**config.mk**
```make
export PLATFORM = sky130hd
export DESIGN_NAME = cla_pipe_adder
export DESIGN_NICKNAME = d
export VERILOG_FILES = /design/src/rtl/cla_pipe_adder.sv
export SDC_FILE = /design/constraint.sdc
export NUM_CORES = 1
export LEC_CHECK = 0
export BUFFER_PORTS_ARGS = -buffer_cell sky130_fd_sc_hd__buf_2
export CAP_MARGIN = 15
export CORE_MARGIN = 2
export CORE_UTILIZATION = 45
export DETAILED_ROUTE_END_ITERATION = 10
export GPL_ROUTABILITY_DRIVEN = 0
export PLACE_DENSITY = 0.75
export REMOVE_ABC_BUFFERS = 1
export SETUP_SLACK_MARGIN = 0.02
export SLEW_MARGIN = 25
export SYNTH_ARGS = -nofsm -noshare
export SYNTH_HDL_FRONTEND = slang
export SYNTH_SLANG_ARGS = --single-unit
```
**constraint.sdc**
```tcl
create_clock -name clk -period 8.61 [get_ports clk]
set_input_delay 0.861 -clock clk [delete_from_list [all_inputs] [get_ports clk]]
set_output_delay 0.861 -clock clk [all_outputs]
set_load 0.01 [all_outputs]
```
**src/rtl/cla_pipe_adder.sv**
```systemverilog
// cla_pipe_adder: pipelined carry-lookahead adder/subtractor with valid/ready flow control.
// The operand is cut into STAGES equal slices; slice k is resolved in registered stage k
// using GROUP-bit lookahead cells chained by a group-level carry.
// Optional build macro: CLA_PIPE_SAT_EN clamps overflowing results to the signed limits.
module cla_pipe_adder #(
    parameter int WIDTH  = 32,
    parameter int STAGES = 2,
    parameter int GROUP  = 4
) (
    input  logic             clk,
    input  logic             rst,
    input  logic             in_valid,
    output logic             in_ready,
    input  logic [WIDTH-1:0] a,
    input  logic [WIDTH-1:0] b,
    input  logic             sub,
    input  logic             c_in,
    output logic             out_valid,
    input  logic             out_ready,
    output logic [WIDTH-1:0] sum,
    output logic             c_out,
    output logic             ovf,
    output logic             zero
);
    localparam int SLICE = WIDTH / STAGES;
    localparam int NGRP  = SLICE / GROUP;
    localparam int MID   = (STAGES > 1) ? STAGES - 1 : 1;
    localparam int LAST  = STAGES - 1;

    // One slice of lookahead: per-cell g/p, group carry c_{i+1} = G_i | P_i & c_i,
    // and bit carries inside each cell derived from that cell's carry-in.
    function automatic logic [SLICE:0] cla_slice(input logic [SLICE-1:0] x,
                                                 input logic [SLICE-1:0] y,
                                                 input logic             cin);
        logic [SLICE-1:0] g;
        logic [SLICE-1:0] p;
        logic [SLICE-1:0] c;
        logic             gg;
        logic             gp;
        logic             cg;
        g  = x & y;
        p  = x ^ y;
        c  = '0;
        cg = cin;
        for (int i = 0; i < NGRP; i++) begin
            gg = 1'b0;
            gp = 1'b1;
            for (int j = 0; j < GROUP; j++) begin
                gg = g[i*GROUP+j] | (p[i*GROUP+j] & gg);
                gp = gp & p[i*GROUP+j];
            end
            c[i*GROUP] = cg;
            for (int j = 0; j < GROUP - 1; j++) begin
                c[i*GROUP+j+1] = g[i*GROUP+j] | (p[i*GROUP+j] & c[i*GROUP+j]);
            end
            cg = gg | (gp & cg);
        end
        return {cg, p ^ c};
    endfunction

    // Drop a freshly computed slice into the travelling partial sum.
    function automatic logic [WIDTH-1:0] place_slice(input logic [WIDTH-1:0] base,
                                                     input logic [SLICE-1:0] s,
                                                     input int               k);
        logic [WIDTH-1:0] r;
        r = base;
        r[k*SLICE +: SLICE] = s;
        return r;
    endfunction

`ifdef CLA_PIPE_SAT_EN
    // Clamp to the signed limit in the direction of the overflow.
    function automatic logic [WIDTH-1:0] saturate(input logic [WIDTH-1:0] raw,
                                                  input logic             ov,
                                                  input logic             a_neg);
        logic signed [WIDTH-1:0] lim;
        lim = a_neg ? {1'b1, {(WIDTH-1){1'b0}}} : {1'b0, {(WIDTH-1){1'b1}}};
        return ov ? lim : raw;
    endfunction
`endif

    logic advance;
    assign advance  = !out_valid || out_ready;
    assign in_ready = advance;

    // Per-stage combinational view: what enters stage k and what it produces.
    logic [WIDTH-1:0] st_a  [STAGES];
    logic [WIDTH-1:0] st_b  [STAGES];
    logic [WIDTH-1:0] st_s  [STAGES];
    logic [WIDTH-1:0] st_r  [STAGES];
    logic             st_ci [STAGES];
    logic             st_co [STAGES];
    logic             st_v  [STAGES];

    // Inter-stage registers (between slice stages; the last stage feeds the outputs).
    logic [WIDTH-1:0] a_p   [MID];
    logic [WIDTH-1:0] b_p   [MID];
    logic [WIDTH-1:0] s_p   [MID];
    logic             c_p   [MID];
    logic             vld_p [MID];

    generate
        for (genvar k = 0; k < STAGES; k++) begin : g_stage
            logic [SLICE:0] res;
            if (k == 0) begin : g_src
                // ---- stage 0: operand prep (subtract = add inverted B with carry-in 1)
                assign st_a[k]  = a;
                assign st_b[k]  = sub ? ~b : b;
                assign st_ci[k] = sub | c_in;
                assign st_s[k]  = '0;
                assign st_v[k]  = in_valid;
            end else begin : g_src
                // ---- stage k: consume registers of stage k-1
                assign st_a[k]  = a_p[k-1];
                assign st_b[k]  = b_p[k-1];
                assign st_ci[k] = c_p[k-1];
                assign st_s[k]  = s_p[k-1];
                assign st_v[k]  = vld_p[k-1];
            end
            assign res      = cla_slice(st_a[k][k*SLICE +: SLICE], st_b[k][k*SLICE +: SLICE], st_ci[k]);
            assign st_co[k] = res[SLICE];
            assign st_r[k]  = place_slice(st_s[k], res[SLICE-1:0], k);
        end
    endgenerate

    // Stage valid bits shift on advance and clear on reset.
    always_ff @(posedge clk) begin
        if (rst) begin
            for (int k = 0; k < MID; k++) vld_p[k] <= 1'b0;
        end else if (advance) begin
            for (int k = 0; k < STAGES - 1; k++) vld_p[k] <= st_v[k];
        end
    end

    // Stage data registers load only for real beats; bubbles leave them untouched.
    always_ff @(posedge clk) begin
        for (int k = 0; k < STAGES - 1; k++) begin
            if (advance && st_v[k]) begin
                a_p[k] <= st_a[k];
                b_p[k] <= st_b[k];
                s_p[k] <= st_r[k];
                c_p[k] <= st_co[k];
            end
        end
    end

    // ---- last stage: flags from the carried operand MSBs and the completed sum
    logic [WIDTH-1:0] fin_raw;
    logic [WIDTH-1:0] fin_sum;
    logic             fin_ovf;
    assign fin_raw = st_r[LAST];
    assign fin_ovf = (st_a[LAST][WIDTH-1] == st_b[LAST][WIDTH-1]) &&
                     (fin_raw[WIDTH-1] != st_a[LAST][WIDTH-1]);
`ifdef CLA_PIPE_SAT_EN
    assign fin_sum = saturate(fin_raw, fin_ovf, st_a[LAST][WIDTH-1]);
`else
    assign fin_sum = fin_raw;
`endif

    // Output register: cleared by reset so the result port reads 0 after reset.
    always_ff @(posedge clk) begin
        if (rst) begin
            out_valid <= 1'b0;
            sum       <= '0;
            c_out     <= 1'b0;
            ovf       <= 1'b0;
            zero      <= 1'b0;
        end else if (advance) begin
            out_valid <= st_v[LAST];
            if (st_v[LAST]) begin
                sum   <= fin_sum;
                c_out <= st_co[LAST];
                ovf   <= fin_ovf;
                zero  <= ~|fin_sum;
            end
        end
    end
endmodule

```
After elaboration in Yosys (flattened, before gate mapping)
Memory sizes are Yosys's and may differ from the RTL's.
Index checks and enable logic that the tools add are counted.
W data, S select, Z words.
{"block": "totals", "elab_cells": 174, "reg_bits": 36, "mem_count": 5, "ramBits": 82}
{"block": "classes", "reduce_logical": 8, "eq_ne": 2, "bitwise": 144, "n_mux": 10}
{"name": "a_p", "depth": 1, "word_bits": 32, "read_ports": 1, "rd_ports_with_merged_regs": 0, "wr": 1, "line_no": "96", "rtl": "logic [WIDTH-1:0] a_p [MID];"}
{"name": "b_p", "depth": 1, "word_bits": 32, "read_ports": 1, "rd_ports_with_merged_regs": 0, "wr": 1, "line_no": "97", "rtl": "logic [WIDTH-1:0] b_p [MID];"}
{"name": "s_p", "depth": 1, "word_bits": 16, "read_ports": 1, "rd_ports_with_merged_regs": 0, "wr": 1, "line_no": "98", "rtl": "logic [WIDTH-1:0] s_p [MID];"}
{"name": "c_p", "depth": 1, "word_bits": 1, "read_ports": 1, "rd_ports_with_merged_regs": 0, "wr": 1, "line_no": "99", "rtl": "logic c_p [MID];"}
{"name": "vld_p", "depth": 1, "word_bits": 1, "read_ports": 1, "rd_ports_with_merged_regs": 0, "wr": 1, "line_no": "100", "rtl": "logic vld_p [MID];"}
{"cell": "$and A1 B1 Y1", "count": 80}
{"cell": "$xor A16 B16 Y16", "count": 4}
{"cell": "$or A1 B1 Y1", "count": 57}
{"cell": "$and A16 B16 Y16", "count": 2}
{"cell": "$mux W32", "count": 1}
{"cell": "$not A32 Y32", "count": 1}
{"cell": "$reduce_or A32 Y1", "count": 1}
{"cell": "$mux W1", "count": 9}
{"cell": "$logic_and A1 B1 Y1", "count": 2}
{"cell": "$logic_not A1 Y1", "count": 2}
{"cell": "$reduce_and A2 Y1", "count": 1}
{"cell": "$eq A1 B1 Y1", "count": 1}
{"cell": "$logic_or A1 B1 Y1", "count": 1}
{"cell": "$ne A1 B1 Y1", "count": 1}
{"cell": "$reduce_or A1 Y1", "count": 1}

Longest topological paths before layout
Gate-level depths: netlist of the first run.
An unclocked memory read counts as a cell.
{"block": "depth", "word_depth": 22, "ltp_mapped": 13, "mapped_depth_nobuf": 12}

Worst setup path before layout of the first run
OpenSTA, ideal clock, no wires.
{"block": "synth_timing", "path_type": "input -> register", "startpoint": "input sub", "endpoint": "memory s_p[0][15] (netlist name) (data pin)", "path_slack_ns": 4.628, "path_stages": 13, "setup_time_ns": 0.258, "t_arrival_ns": 3.724, "cell_sequence": "buf_2 buf_2 xor2_1 ha_1 nand4_1 o21ai_1 a31oi_1 a21boi_1 o21a_1 fa_1 fa_1 fa_1 xnor2_1"}
{"block": "synth_between", "elab_chain_cells": 20, "elab_cells_between_ends": 44, "cone_classes": "mux: 1; bitwise: 43"}
{"element": "start: declaration", "line_no": "16", "rtl": "input logic sub,"}
{"element": "$mux W32", "line_no": "108", "rtl": "assign st_b[k] = sub ? ~b : b;"}
{"element": "$xor A16 B16 Y16 / $and A16 B16 Y16 (equally long branches)", "line_no": "42, 41"}
{"element": "$and A1 B1 Y1", "line_no": "49", "rtl": "gg = g[i*GROUP+j] | (p[i*GROUP+j] & gg);"}
{"element": "$or A1 B1 Y1", "line_no": "49"}
{"element": "$and A1 B1 Y1", "line_no": "49"}
{"element": "$or A1 B1 Y1", "line_no": "49"}
{"element": "$and A1 B1 Y1", "line_no": "49"}
{"element": "$or A1 B1 Y1", "line_no": "49"}
{"element": "[5 not listed]"}
{"element": "$and A1 B1 Y1", "line_no": "54", "rtl": "c[i*GROUP+j+1] = g[i*GROUP+j] | (p[i*GROUP+j] & c[i*GROUP+j]);"}
{"element": "$or A1 B1 Y1", "line_no": "54"}
{"element": "$and A1 B1 Y1", "line_no": "54"}
{"element": "$or A1 B1 Y1", "line_no": "54"}
{"element": "$and A1 B1 Y1", "line_no": "54"}
{"element": "$or A1 B1 Y1", "line_no": "54"}
{"element": "$xor A16 B16 Y16 (*)", "line_no": "58", "rtl": "return {cg, p ^ c};"}
{"element": "via g_stage[0].res[15]", "line_no": "104", "rtl": "logic [SLICE:0] res;"}
{"element": "end: declaration", "line_no": "98"}
Mark *: on every way through the listed nets, which the timed path passes. The rest lies on a longest branch.

Worst setup path in the final report of the first run
Same ends and word-level chain as after synthesis.

==> flow_summary.json, run 1 <==
{
  "status": "complete, no violations",
  "skew_ns": 0.00960,
  "dp_hpwl_mm": 6.81,
  "cts_buffers": 9,
  "setup_viol": 0,
  "synth.distinct_cells": 34,
  "seq_area_frac_synth": 0.487,
  "worstPathArrival_ns": 4.25,
  "grt_pass1_vias": 3310,
  "die_w_um": 105,
  "crit_end": "s_p[0][15]",
  "syn-mean-instance-area_um2": 11.0,
  "critPathTopFamily": "adder cells",
  "syn_to_final_growth_pct": 17.9,
  "pwr-share-seq": 0.508,
  "switching_share": 0.289,
  "dr.pass1.iters": 4,
  "fmax_mhz": 243,
  "port_buffers": 106,
  "postCtsSetupBuffers": 0,
  "overflow": 0,
  "max_stage_delay_ns": 0.67,
  "wirelength_mm": 8.86,
  "combPwrFrac": 0.220,
  "cts_tree": "done",
  "crit_buf_inv": 1,
  "reg2reg_from": "b_p[0][16]",
  "yosys_warnings": 0,
  "hold_class": "reg -> reg",
  "clock_path_buffers": 2,
  "cpMostUsedCell": "fa_1",
  "grt_first_pass_wirelength_mm": 15.0,
  "rr_worst_depth": 12,
  "core_um2": 9820,
  "cts_sinks": 86,
  "p_total_uw": 1000,
  "ir_worst_vdd_mv": 0.0750,
  "fin_nets": 641,
  "wire_per_inst_um": 13.6,
  "cp.required_ns": 8.73,
  "synth_seq_cells": 86,
  "drt-initial-drc-count": 114,
  "netlist_area_um2": 4560,
  "cts_hold_buf": 0,
  "clk_pin_slew_ns": 0.08,
  "yosys-top-cells-area": "edfxtp_1 33%, dfxtp_1 16%, fa_1 11%",
  "intPower_uw": 713,
  "synthCells": 414,
  "ys_async_sr_fraction": 0,
  "post-route-period-util": 0.479,
  "p_per_area_nw_per_um2": 187,
  "hold_viol": 0,
  "synth_edf_count": 50,
  "fin_ws_ns": 4.49,
  "cp-start-kind": "primary input",
  "ctsResizeCount": 0,
  "drive_gt1_frac": 0.242,
  "ff2ff_setup_slack_ns": 4.73,
  "switching_power_uw": 291,
  "io_pins": 107,
  "slew_viol_final": 0,
  "root_buffer": "clkbuf_8",
  "rr_endpoint": "zero",
  "rows": 36,
  "cts_max_level": 3,
  "maxCapViolCount": 0,
  "slew_headroom": 0.403,
  "drc": 0,
  "ant_nets": 0,
  "critPathKind": "in -> reg",
  "grt_max_degree": 51,
  "crit_chain": "buf_2, xor2_1, ha_1, nand2_1, o21ai_0, a21boi_1, o21a_1, fa_1, fa_1, fa_1, xnor2_1",
  "period_minus_slack_ns": 4.12,
  "synth_flop_cell": "edfxtp_1",
  "clockPowerShare": 0.273,
  "antenna_found_initial": 0,
  "critPathCaptureType": "flip-flop",
  "vias_per_cell": 4.85,
  "grt_usage": 0.175,
  "tightestPinTransition_ns": 0.896,
  "rsz0062_at_grt": "no",
  "path_max_fanout": 33,
  "pre_cts_ws_ns": 4.06,
  "start_util": 0.464,
  "utilization": 0.547,
  "via_count": 3165,
  "path_depth": 11,
  "ys_top_cells_by_count": "62 x nand2_1, 50 x edfxtp_1, 44 x inv_1",
  "crit_path_start": "sub",
  "leakage_uw": 0.00241,
  "antenna_cells": 0,
  "cpMaxStageDelayCell": "buf_2",
  "dieArea_um2": 11000,
  "synth_most_common_cell": "nand2_1",
  "fin_tns_setup_ns": 0,
  "yosysTopAreaCell": "edfxtp_1",
  "synth_top_area_frac": 0.329,
  "clkLatencyLatePin_ns": 0.37,
  "die_height_um": 105
}
-- cell families (layout without fill, tap and decap cells) --
family	after synthesis	in the layout	share of synthesized area
XOR/XNOR	41	41	0.0788
AND/OR/NAND/NOR	103	103	0.102
buffers and inverters	60	166	0.0541
adder cells (fa/ha/maj)	56	56	0.193
AO/OA/AOI/OAI	68	68	0.0848
flip-flops	86	86	0.487
-- tightest hold or removal path, stage by stage, from the launching register on --
cell     delay [ns]
dfxtp_1        0.31
nand2_1        0.05
a21oi_1        0.05
-- per-stage QoR --
stage,cell area (µm²),cells,hold WS [ns]
6_report,5370,653,0.454
2_1_floorplan,4480,398,0.470
3_3_place_gp,5180,637,0.438
3_5_place_dp,5180,637,0.443
4_1_cts,5370,653,0.454
5_1_grt,5370,653,0.480
-- state kept, by name, summed over array words and instances, names as in the netlist --
name / cells
zero: 1
out_valid: 1
c_out: 1
s_p: 16
b_p: 16
vld_p: 1
a_p: 16
ovf: 1
c_p: 1
sum: 32
-- worst min-delay path by stage --
stage	start	to	slack, ns	cells past startpoint
finish	sum[9]	sum[9]	0.45	2
global placement	sum[28]	sum[28]	0.44	2
CTS	sum[9]	sum[9]	0.45	2
global route	sum[14]	sum[14]	0.48	2
detailed placement	sum[9]	sum[9]	0.44	2
floorplan	zero	zero	0.47	2
-- cell type report --
| class | count | area, µm² |
|---|---|---|
| well taps | 133 | 166 |
| flip-flops and latches | 86 | 2220 |
| fillers | 906 | 4450 |
| clock buffers | 12 | 166 |
| clock inverters | 4 | 27.5 |
| inverters | 44 | 165 |
| multi-input cells | 268 | 2100 |
| repair buffers | 106 | 531 |
-- power by group through the flow --
stage                     Combinational, µW  Sequential [µW]  Clock [µW]
after global placement                  215              518           0
after detailed placement                222              520           0
after floorplan                         137              520           0
after CTS                               223              511         281
final                                   220              510         274
after global routing                    256              516         297
-- layout by cell type, fill, tap and decap left out, types with 7 or more instances in the layout --
| cell | instances |
|---|---|
| a211oi_1 | 9 |
| a21oi_1 | 41 |
| buf_2 | 106 |
| clkbuf_8 | 10 |
| dfxtp_1 | 36 |
| edfxtp_1 | 50 |
| fa_1 | 24 |
| ha_1 | 32 |
| inv_1 | 44 |
| nand2_1 | 61 |
| nand4_1 | 8 |
| nor2_1 | 14 |
| o21ai_0 | 7 |
| xnor2_1 | 9 |
| xor2_1 | 32 |
-- routing by layer --
layer  vias to the layer above  track usage  share of wire
li1                       1594            -              -
met1                      1483        0.201           0.42
met2                        69        0.312           0.52
met3                        19       0.0368          0.042
met4                         0       0.0790          0.025
met5                         -            0              0
No activity file was read; power rests on OpenSTA's default activity.
==> run 2, diff against run 1 <==
--- a/config.mk
+++ b/config.mk
@@ -11,7 +11,7 @@
 export CORE_UTILIZATION = 45
 export DETAILED_ROUTE_END_ITERATION = 10
 export GPL_ROUTABILITY_DRIVEN = 0
-export PLACE_DENSITY = 0.75
+export PLACE_DENSITY = 0.77
 export REMOVE_ABC_BUFFERS = 1
 export SETUP_SLACK_MARGIN = 0.02
 export SLEW_MARGIN = 25
==> constraint.sdc (replaced) <==
create_clock -name clk -period 3.3 [get_ports clk]
set_input_delay 0.33 -clock clk [delete_from_list [all_inputs] [get_ports clk]]
set_output_delay 0.33 -clock clk [all_outputs]
set_load 0.01 [all_outputs]
==> run 2 against run 1 <==
The flow now finishes with violations (setup timing). Critical path depth increased by 1. Die area stayed put. Critical path type is now reg -> reg. Sequential share of layout area down 1.8 points. Critical endpoint is now zero. Design area up 4.7%. Utilization is 2.5 points higher. Worst setup slack lost 4.8 ns. Clock skew hardly changed.
==> flow_summary.json, run 2 (synthesized netlist as in run 1, its figures left out) <==
{
  "final_cell_area_um2": 5620,
  "path_max_fanout": 2,
  "cts_tree": "done",
  "cts_hold_buf": 0,
  "syn_to_final_growth_pct": 23.4,
  "slew_headroom": 0.517,
  "cp-start-kind": "flip-flop",
  "grt_first_pass_wirelength_mm": 16.4,
  "largest_reg_flops": 32,
  "max_stage_delay_ns": 0.49,
  "violations": "setup timing",
  "fin_nets": 670,
  "rr_worst_depth": 12,
  "hold_depth": 1,
  "drive_gt1_frac": 0.306,
  "io_pins": 107,
  "switching_share": 0.300,
  "port_buffers": 106,
  "switching_power_uw": 794,
  "grt_max_degree": 51,
  "p_per_area_nw_per_um2": 471,
  "fmax_mhz": 275,
  "die_w_um": 105,
  "placed_area_um2": 5380,
  "drc": 0,
  "wire_per_inst_um": 15.1,
  "fill_cells": 871,
  "cpMaxStageDelayCell": "fa_1",
  "clockPowerShare": 0.238,
  "slew_viol_final": 0,
  "leakage_uw": 0.00254,
  "final_cell_mix": "106 x buf_2, 62 x nand2_1, 50 x edfxtp_1, 43 x inv_1, 39 x a21oi_1",
  "crit_chain": "ha_1, a211oi_2, o21ai_1, a21oi_2, inv_2, fa_2, fa_2, fa_1, nor4_2, nand4_1, or3_4, a21oi_2",
  "antenna_found_initial": 0,
  "pwr-share-seq": 0.504,
  "final_common_cell": "buf_2",
  "cts_buffers": 9,
  "clkLatencyLatePin_ns": 0.36,
  "skew_ns": 0.00993,
  "start_util": 0.464,
  "clock_path_buffers": 2,
  "dp_hpwl_mm": 7.75,
  "cts_max_level": 3,
  "worstPathArrival_ns": 3.94,
  "ir_worst_vdd_mv": 0.193,
  "grt_usage": 0.192,
  "hold_viol": 0,
  "regMostFlops": "sum",
  "setup_viol": 2,
  "grt_pass1_vias": 3505,
  "status": "finished with violations",
  "period_minus_slack_ns": 3.64,
  "overflow": 0,
  "vias_per_cell": 4.94,
  "cp.required_ns": 3.60,
  "maxCapViolCount": 0,
  "combPwrFrac": 0.258,
  "tightestPinTransition_ns": 0.725,
  "antenna_cells": 0,
  "post-route-period-util": 1.10,
  "ant_nets": 0,
  "rows": 36,
  "hold_class": "in -> reg",
  "critPathKind": "reg -> reg",
  "clk_pin_slew_ns": 0.09,
  "wirelength_mm": 10.3,
  "die_height_um": 105,
  "fin_ws_ns": -0.340,
  "cts_sinks": 86,
  "intPower_uw": 1850,
  "via_count": 3368,
  "critPathCaptureType": "flip-flop",
  "dieArea_um2": 11000,
  "pre_cts_ws_ns": -0.368,
  "p_total_uw": 2650,
  "drt-initial-drc-count": 176,
  "root_buffer": "clkbuf_8",
  "rsz0062_at_grt": "yes",
  "dr.pass1.iters": 4,
  "core_um2": 9820
}
-- run 2: changes by cell type in the layout (fill, tap and decap cells not counted), moves of 3 or more --
cell / change
fa_1: -6
buf_4: +28
o21ai_0: -3
fa_2: +6
-- run 2: power groups by stage --
stage | Sequential (µW) | Combinational, µW | Clock (µW)
CTS | 1330 | 667 | 647
global placement | 1350 | 608 | 0
floorplan | 1360 | 359 | 0
global route | 1350 | 768 | 690
finish | 1340 | 682 | 630
detailed placement | 1360 | 642 | 0
-- run 2: through the flow --
step                hold WS [ns]  TNS, ns  utilization  cells
finish                     0.140   -0.348        0.573    682
global route               0.121   -0.581        0.573    682
CTS                        0.120   -0.221        0.569    682
detailed placement         0.450    -1.17        0.548    664
global placement           0.442   -0.396        0.548    664
floorplan                  0.399  -0.0377            -    398
-- run 2: cell type report --
| cell class | count | area [µm²] | share of cell area |
|---|---|---|---|
| multi-input combinational | 268 | 2160 | 0.384 |
| tap | 133 | 166 | 0.0296 |
| clock inverter | 5 | 26.3 | 0.00467 |
| inverter | 44 | 165 | 0.0294 |
| clock buffer | 11 | 131 | 0.0234 |
| sequential | 86 | 2220 | 0.395 |
| timing repair buffer | 135 | 752 | 0.134 |
-- run 2: final timing paths --
| check | startpoint | end | slack (ns) |
|---|---|---|---|
| max | b_p[0][16] | zero | -0.34 |
| min | a[24] | a_p[0][24] | 0.14 |
| max reg2reg | b_p[0][16] | zero | -0.34 |
| min reg2reg | sum[14] | sum[14] | 0.46 |
-- run 2: what timing repair did --
action,4_1_cts,5_1_grt
buffers inserted,2,0
pin swaps,12,10
endpoints found under the setup margin,2,3
gates resized for setup,11,10
endpoints found under the hold margin,0,0
-- run 2: per-layer routing --
metal | track usage | up-vias | share of wire
met5 | 0 | - | 0
met3 | 0.0424 | 23 | 0.056
met1 | 0.226 | 1568 | 0.40
met4 | 0.0886 | 0 | 0.025
li1 | - | 1655 | -
met2 | 0.333 | 122 | 0.52
-- run 2: critical path: cells and delay by family (launching register included) --
family	cells	cell delay (ns)
fa+ha+maj	4	1.54
simple gates	3	0.85
compound gates	4	0.71
flops	1	0.42
buf+inv	1	0.08
